`src/rtl/regfile_op_sequencer_if.sv`:
```
// Sequencer bus: instruction handshake, register-file control/data and status.
// master = sequencer side, slave = requester / register-file side.
interface regfile_op_sequencer_if #(
  parameter int DATA_W = 16,
  parameter int ADDR_W = 3
);
  logic              start;
  logic [2:0]        op;
  logic [ADDR_W-1:0] rd;
  logic [ADDR_W-1:0] rs;
  logic [ADDR_W-1:0] rt;
  logic [DATA_W-1:0] imm;
  logic              rf_we_n;
  logic              rf_oe_n;
  logic [ADDR_W-1:0] rf_waddr;
  logic [ADDR_W-1:0] rf_raddr0;
  logic [ADDR_W-1:0] rf_raddr1;
  logic [DATA_W-1:0] rf_wdata;
  logic [DATA_W-1:0] rf_rdata0;
  logic [DATA_W-1:0] rf_rdata1;
  logic              busy;
  logic              done;
  logic [DATA_W-1:0] result;
  logic              zero;
  logic              carry;
  logic              err;

  modport master (
    input  start, op, rd, rs, rt, imm, rf_rdata0, rf_rdata1,
    output rf_we_n, rf_oe_n, rf_waddr, rf_raddr0, rf_raddr1, rf_wdata,
           busy, done, result, zero, carry, err
  );

  modport slave (
    output start, op, rd, rs, rt, imm, rf_rdata0, rf_rdata1,
    input  rf_we_n, rf_oe_n, rf_waddr, rf_raddr0, rf_raddr1, rf_wdata,
           busy, done, result, zero, carry, err
  );
endinterface

```
`src/rtl/regfile_op_sequencer.sv`:
```
// Multi-cycle register-file execution controller: READ, LATCH, EXEC, WB, DONE.
// Define REGSEQ_MUL_EN to build the 16-cycle shift-add multiplier; otherwise op 111 flags err.
module regfile_op_sequencer #(
  parameter int DATA_W = 16,
  parameter int ADDR_W = 3,
  parameter int SH_W   = 4
) (
  input logic                    clk,
  input logic                    rst,
  regfile_op_sequencer_if.master bus
);

  typedef enum logic [2:0] {
    S_IDLE, S_READ, S_LATCH, S_EXEC, S_WB, S_DONE
  } state_t;

  typedef enum logic [2:0] {
    OP_ADD = 3'b000, OP_SUB = 3'b001, OP_AND = 3'b010, OP_OR  = 3'b011,
    OP_XOR = 3'b100, OP_LDI = 3'b101, OP_SHL = 3'b110, OP_MUL = 3'b111
  } op_t;

`ifdef REGSEQ_MUL_EN
  localparam logic MUL_HW = 1'b1;
`else
  localparam logic MUL_HW = 1'b0;
`endif

  state_t            state, state_nx;
  op_t               op_q;
  logic [ADDR_W-1:0] rd_q, rs_q, rt_q;
  logic [DATA_W-1:0] imm_q, a_q, b_q, res_q, result_q;
  logic              cy_q, zero_q, carry_q, err_q;
  logic [DATA_W-1:0] alu_res;
  logic              alu_cy;
  logic [DATA_W:0]   alu_wide;

`ifdef REGSEQ_MUL_EN
  // b_q doubles as the right-shifting multiplier during MUL.
  logic [SH_W-1:0]     cnt_q;
  logic [2*DATA_W-1:0] prod_q, mcand_q, prod_sum;
  logic                mul_last;

  assign mul_last = (cnt_q == SH_W'(DATA_W - 1));
  assign prod_sum = prod_q + (b_q[0] ? mcand_q : '0);
`endif

  always_ff @(posedge clk) begin
    if (rst) state <= S_IDLE;
    else     state <= state_nx;
  end

  always_comb begin
    state_nx = state;
    case (state)
      S_IDLE:  if (bus.start) state_nx = S_READ;
      S_READ:  state_nx = S_LATCH;
      S_LATCH: state_nx = S_EXEC;
      S_EXEC: begin
        state_nx = S_WB;
        if (op_q == OP_MUL) begin
`ifdef REGSEQ_MUL_EN
          if (!mul_last) state_nx = S_EXEC;
`else
          state_nx = S_DONE;
`endif
        end
      end
      S_WB:    state_nx = S_DONE;
      S_DONE:  state_nx = S_IDLE;
      default: state_nx = S_IDLE;
    endcase
  end

  always_comb begin
    bus.rf_we_n   = 1'b1;
    bus.rf_oe_n   = 1'b1;
    bus.rf_waddr  = '0;
    bus.rf_raddr0 = '0;
    bus.rf_raddr1 = '0;
    bus.rf_wdata  = '0;
    bus.busy      = (state != S_IDLE);
    bus.done      = 1'b0;
    bus.err       = 1'b0;
    case (state)
      S_READ, S_LATCH: begin
        bus.rf_oe_n   = 1'b0;
        bus.rf_raddr0 = rs_q;
        bus.rf_raddr1 = rt_q;
      end
      S_WB: begin
        bus.rf_we_n  = 1'b0;
        bus.rf_waddr = rd_q;
        bus.rf_wdata = res_q;
      end
      S_DONE: begin
        bus.done = 1'b1;
        bus.err  = err_q;
      end
      default: ;
    endcase
  end

  assign bus.result = result_q;
  assign bus.zero   = zero_q;
  assign bus.carry  = carry_q;

  // SHL carry comes out of bit DATA_W of the widened shift, which is 0 for a zero shift.
  always_comb begin
    alu_wide = '0;
    alu_res  = '0;
    alu_cy   = 1'b0;
    case (op_q)
      OP_ADD: begin
        alu_wide = {1'b0, a_q} + {1'b0, b_q};
        alu_res  = alu_wide[DATA_W-1:0];
        alu_cy   = alu_wide[DATA_W];
      end
      OP_SUB: begin
        alu_wide = {1'b0, a_q} - {1'b0, b_q};
        alu_res  = alu_wide[DATA_W-1:0];
        alu_cy   = alu_wide[DATA_W];
      end
      OP_AND: alu_res = a_q & b_q;
      OP_OR:  alu_res = a_q | b_q;
      OP_XOR: alu_res = a_q ^ b_q;
      OP_LDI: alu_res = imm_q;
      OP_SHL: begin
        alu_wide = {1'b0, a_q} << b_q[SH_W-1:0];
        alu_res  = alu_wide[DATA_W-1:0];
        alu_cy   = alu_wide[DATA_W];
      end
      default: ;
    endcase
  end

  always_ff @(posedge clk) begin
    if (rst) begin
      op_q     <= OP_ADD;
      rd_q     <= '0;
      rs_q     <= '0;
      rt_q     <= '0;
      imm_q    <= '0;
      a_q      <= '0;
      b_q      <= '0;
      res_q    <= '0;
      cy_q     <= 1'b0;
      err_q    <= 1'b0;
      result_q <= '0;
      zero_q   <= 1'b0;
      carry_q  <= 1'b0;
`ifdef REGSEQ_MUL_EN
      cnt_q    <= '0;
      prod_q   <= '0;
      mcand_q  <= '0;
`endif
    end else begin
      case (state)
        S_IDLE: if (bus.start) begin
          op_q  <= op_t'(bus.op);
          rd_q  <= bus.rd;
          rs_q  <= bus.rs;
          rt_q  <= bus.rt;
          imm_q <= bus.imm;
          err_q <= 1'b0;
        end
        S_LATCH: begin
          a_q <= bus.rf_rdata0;
          b_q <= bus.rf_rdata1;
`ifdef REGSEQ_MUL_EN
          cnt_q   <= '0;
          prod_q  <= '0;
          mcand_q <= {{DATA_W{1'b0}}, bus.rf_rdata0};
`endif
        end
        S_EXEC: begin
          err_q <= (op_q == OP_MUL) && !MUL_HW;
          if (op_q == OP_MUL) begin
`ifdef REGSEQ_MUL_EN
            prod_q  <= prod_sum;
            mcand_q <= mcand_q << 1;
            b_q     <= b_q >> 1;
            cnt_q   <= cnt_q + SH_W'(1);
            if (mul_last) begin
              res_q <= prod_sum[DATA_W-1:0];
              cy_q  <= |prod_sum[2*DATA_W-1:DATA_W];
            end
`endif
          end else begin
            res_q <= alu_res;
            cy_q  <= alu_cy;
          end
        end
        S_WB: begin
          result_q <= res_q;
          zero_q   <= (res_q == '0);
          carry_q  <= cy_q;
        end
        default: ;
      endcase
    end
  end

endmodule

```
`src/flat_wrapper.sv`:
```
// flat-port wrapper written by rule: the top's interface ports become plain ports
module regfile_op_sequencer_flat 
#(
  parameter int DATA_W = 16,
  parameter int ADDR_W = 3,
  parameter int SH_W   = 4
)
  (clk, rst, bus_start, bus_op, bus_rd, bus_rs, bus_rt, bus_imm, bus_rf_rdata0, bus_rf_rdata1, bus_rf_we_n, bus_rf_oe_n, bus_rf_waddr, bus_rf_raddr0, bus_rf_raddr1, bus_rf_wdata, bus_busy, bus_done, bus_result, bus_zero, bus_carry, bus_err);
  regfile_op_sequencer_if #(.DATA_W(DATA_W), .ADDR_W(ADDR_W)) bus_i ();
  input logic clk;
  input logic rst;
  input wire logic [$bits(bus_i.start)-1:0] bus_start;
  input wire logic [$bits(bus_i.op)-1:0] bus_op;
  input wire logic [$bits(bus_i.rd)-1:0] bus_rd;
  input wire logic [$bits(bus_i.rs)-1:0] bus_rs;
  input wire logic [$bits(bus_i.rt)-1:0] bus_rt;
  input wire logic [$bits(bus_i.imm)-1:0] bus_imm;
  input wire logic [$bits(bus_i.rf_rdata0)-1:0] bus_rf_rdata0;
  input wire logic [$bits(bus_i.rf_rdata1)-1:0] bus_rf_rdata1;
  output wire logic [$bits(bus_i.rf_we_n)-1:0] bus_rf_we_n;
  output wire logic [$bits(bus_i.rf_oe_n)-1:0] bus_rf_oe_n;
  output wire logic [$bits(bus_i.rf_waddr)-1:0] bus_rf_waddr;
  output wire logic [$bits(bus_i.rf_raddr0)-1:0] bus_rf_raddr0;
  output wire logic [$bits(bus_i.rf_raddr1)-1:0] bus_rf_raddr1;
  output wire logic [$bits(bus_i.rf_wdata)-1:0] bus_rf_wdata;
  output wire logic [$bits(bus_i.busy)-1:0] bus_busy;
  output wire logic [$bits(bus_i.done)-1:0] bus_done;
  output wire logic [$bits(bus_i.result)-1:0] bus_result;
  output wire logic [$bits(bus_i.zero)-1:0] bus_zero;
  output wire logic [$bits(bus_i.carry)-1:0] bus_carry;
  output wire logic [$bits(bus_i.err)-1:0] bus_err;
  assign bus_i.start = bus_start;
  assign bus_i.op = bus_op;
  assign bus_i.rd = bus_rd;
  assign bus_i.rs = bus_rs;
  assign bus_i.rt = bus_rt;
  assign bus_i.imm = bus_imm;
  assign bus_i.rf_rdata0 = bus_rf_rdata0;
  assign bus_i.rf_rdata1 = bus_rf_rdata1;
  assign bus_rf_we_n = bus_i.rf_we_n;
  assign bus_rf_oe_n = bus_i.rf_oe_n;
  assign bus_rf_waddr = bus_i.rf_waddr;
  assign bus_rf_raddr0 = bus_i.rf_raddr0;
  assign bus_rf_raddr1 = bus_i.rf_raddr1;
  assign bus_rf_wdata = bus_i.rf_wdata;
  assign bus_busy = bus_i.busy;
  assign bus_done = bus_i.done;
  assign bus_result = bus_i.result;
  assign bus_zero = bus_i.zero;
  assign bus_carry = bus_i.carry;
  assign bus_err = bus_i.err;
  regfile_op_sequencer #(.DATA_W(DATA_W), .ADDR_W(ADDR_W), .SH_W(SH_W)) u_core (.clk(clk), .rst(rst), .bus(bus_i));
endmodule
```
`config.mk`:
```
export PLATFORM = sky130hd
export DESIGN_NAME = regfile_op_sequencer_flat
export DESIGN_NICKNAME = d
export VERILOG_FILES = /design/src/rtl/regfile_op_sequencer_if.sv /design/src/rtl/regfile_op_sequencer.sv /design/src/flat_wrapper.sv
export SDC_FILE = /design/constraint.sdc
export NUM_CORES = 1
export LEC_CHECK = 0
export CORE_UTILIZATION = 49
export CTS_BUF_LIST = sky130_fd_sc_hd__clkbuf_16
export CTS_CLUSTER_DIAMETER = 120
export DETAILED_ROUTE_END_ITERATION = 10
export PLACE_DENSITY = 0.76
export SLEW_MARGIN = 10
export SYNTH_ARGS = -nofsm -noshare
export SYNTH_HDL_FRONTEND = slang
export SYNTH_SLANG_ARGS = --single-unit
```
`constraint.sdc`:
```
create_clock -name clk -period 2.7 [get_ports clk]
set_input_delay 0.81 -clock clk [delete_from_list [all_inputs] [get_ports clk]]
set_output_delay 0.81 -clock clk [all_outputs]
set_load 0.02 [all_outputs]
```
==> key figures <==
Outcome
  – Outcome: completed

STA
  – Pins over their slew limit: 0
  – Min Tclk post-route: 2.55 ns
  – Final setup TNS: 0 ns
  – Worst hold slack: 0.453 ns
  – RSZ-0062 raised after global routing: no
  – Slew at the pin with the worst max-slew slack: 0.637 ns
  – Fin. Hold Viols: 0
  – Final period utilization: 94.4%
  – Slew headroom: 57.3%
  – Number of setup violations in the final report: 0
  – Clk_skew: 0.00923 ns
  – Fmax: 0.392 GHz

Finish
  – ANT cells: 0
  – Share of cells above drive strength 1: 12.3%
  – Number of fill cells: 1328
  – Final nets: 1221
  – Multi-input gate area: 4770 µm²
  – Sequential cell area: 1990 µm²
  – Layout overhead on the synthesized area: 26.2%
  – Final Util: 63.2%

Min path
  – Hold_sp: u_core.rt_q[0]
  – Hold crit path type: reg -> reg
  – Hold path depth: 2

Power and ir drop
  – Worst vdd ir: 0.000284 V
  – Combinational power share: 35.8%
  – Pint: 2.87 mW
  – Total Power: 4.47 mW
  – Clock Power Share: 27.7%
  – NetSw: 1.60 mW
  – Sw frac: 35.8%
  – Sequential Power Share: 36.4%
  – Power Density: 487 nW/µm²
  – Lkg Pwr: 3.79 nW

Yosys
  – #FFs+latches synth: 99
  – Yosys top cell area share: 27.2%
  – Ranking of synthesized cells by area: dfxtp_1 (27%), nand2_1 (10%), ha_1 (8.9%), a21oi_1 (8.3%), mux4_2 (4.6%)
  – Synth Net Count: 1096
  – Primary FF master, synth: dfxtp_1
  – Gate Count Post-Synth: 979
  – Synthesized area: 7280 µm²
  – Synth Warn #: 0
  – Largest area contributor in the netlist: dfxtp_1
  – Sequential area share after synthesis: 27.2%
  – Async SR Flop Fraction: 0%
  – Synth top cells by count: nand2_1 (203), a21oi_1 (120), dfxtp_1 (99)
  – Post-synth EDFFs: 0
  – Top-count cell post-synth: nand2_1
  – Synth cell types: 78
  – Syn_area_per_cell: 7.43 µm²

Clock tree
  – CTS tree: built
  – Num CTS Buffers: 9
  – Worst skew pair latency: 0.35 ns
  – Clock Sink Count: 99
  – Clk pin slew, worst setup/hold paths: 0.07 ns
  – CTS Root Cell: clkbuf_16
  – H-Tree Depth: 3
  – Max Root-Sink Buffers: 2

Critical path
  – Critical path startpoint category: flip-flop
  – Crit path DAT: 2.77 ns
  – Worst R2R Start: u_core.a_q[0]
  – Worst Setup End Kind: flip-flop
  – Crit-path max FO: 6
  – Kind of critical path: reg -> reg
  – Reg2reg path depth: 10
  – Data required, critical path: 2.93 ns
  – Worst Setup SP: u_core.a_q[0]

Floorplan
  – Cell Rows: 44
  – Vert. Die Dim: 124 µm
  – Die ar.: 15300 µm²
  – Die width: 124 µm
  – Top Ports: 111
  – Total core area: 14500 µm²
  – Starting Density: 50.1%

Detailed routing
  – DRT Pass-1 Iters: 5
  – # DRC: 0
  – Total detailed-routing wirelength: 22.8 mm
  – Vias/cell: 5.83
  – Iter 0 DRT Violations: 712
  – Post-DR wirelength/cell: 17.7 µm
  – Post-route ant nets: 0
  – Via count: 7543

Placed design
  – Port-buffer cells: 110
  – Hpwl dp: 17.4 mm
  – Routability cong.: 1.04

Global route
  – GR Layer Usage met1: 41.6%
  – Remaining Overflow, GRT: 0
  – Total track usage: 30.5%
  – Initial antenna violation count: 0
  – Busiest grt layer: met2
  – Met2 Track Usage GR: 46.8%
  – Number of global-route vias before repair: 6805
  – Pin count of the biggest net entering global routing: 61
  – GR Util met3: 4.26%
  – First-pass GRT wire length: 35.6 mm

Flow run
  – Max-Cap Viols: 0
-- sequential cells by signal, indices dropped and copies added, names as in the netlist --
register,cells
u_core.bus.result,16
u_core.rt_q,3
u_core.err_q,1
u_core.bus.carry,1
u_core.rs_q,3
u_core.op_q,3
u_core.state,3
u_core.b_q,16
u_core.a_q,16
u_core.imm_q,16
u_core.cy_q,1
u_core.res_q,16
u_core.bus.zero,1
u_core.rd_q,3
-- cell families (layout without fill, tap and decap cells) --
logic type | count (synthesis) | in the layout | share of synthesized area [%]
AND/OR/NAND/NOR | 376 | 376 | 22.8
AO/OA/AOI/OAI | 266 | 266 | 23.4
buffers and inverters | 136 | 266 | 7.91
flip-flops | 99 | 99 | 27.2
adder cells (fa/ha/maj) | 54 | 54 | 9.49
multiplexers | 38 | 38 | 7.89
XOR/XNOR | 10 | 10 | 1.20
-- routing by layer --
metal / vias to the layer above / routed length (µm)
met1: 3487 / 10200
met5: - / 0
li1: 3646 / -
met3: 64 / 1630
met2: 346 / 10000
met4: 0 / 1020
-- timing repair --
action / in CTS / in global routing
setup buffers: 0 / 1
pin swaps: 0 / 4
resized for setup: 23 / 15
hold buffers: 0 / 0
cloned: 0 / 0
endpoints found under the setup margin: 27 / 12
-- worst paths after layout --
path                 endpoint  slack [ns]
max          u_core.res_q[10]        0.15
min            u_core.rt_q[0]        0.45
max reg2reg  u_core.res_q[10]        0.15
min reg2reg    u_core.rt_q[0]        0.45
-- power groups by stage --
stage / Sequential, mW / Combinational, mW / Clock [mW]
finish: 1.63 / 1.60 / 1.24
global route: 1.64 / 1.74 / 1.33
CTS: 1.63 / 1.54 / 1.26
detailed placement: 1.66 / 1.53 / 0
global placement: 1.66 / 1.51 / 0
floorplan: 1.64 / 1.03 / 0
-- worst max-delay path, stage by stage (launching register included) --
cell	delay [ns]
dfxtp_1	0.33
inv_1	0.08
ha_1	0.17
inv_1	0.05
fa_1	0.40
nor2b_2	0.21
o311ai_4	0.34
a31oi_4	0.21
o31ai_2	0.31
mux2i_1	0.21
a41oi_1	0.11
-- per-stage QoR --
stage	cells	setup slack [ns]	area [µm²]
after global routing	1293	0.0206	9180
after global placement	1276	0.215	8850
final	1293	0.152	9180
after floorplan	979	0.0264	7290
after detailed placement	1276	0.161	8850
after CTS	1292	0.0362	9110
-- cell type report --
type,instances,share of cell area [%]
clock buffers,9,2.45
clock inverters,7,0.586
inverters,66,2.70
multi-input cells,744,52.0
flip-flops and latches,99,21.6
well taps,184,2.51
repair buffers,184,18.1
-- placed cells by master (no fill, tap or decap), types with 12 or more instances in the layout --
cell type,instances
nor3_1,28
o22ai_1,12
a211oi_1,15
o21ai_0,32
mux2i_1,18
mux4_2,15
buf_4,72
ha_1,52
dfxtp_1,96
a21oi_1,120
nand3_1,14
inv_1,65
dlygate4sd2_1,19
and2_1,13
nand2_1,203
nor2_1,66
clkdlybuf4s50_1,82
(Power assumes the default switching activity.)
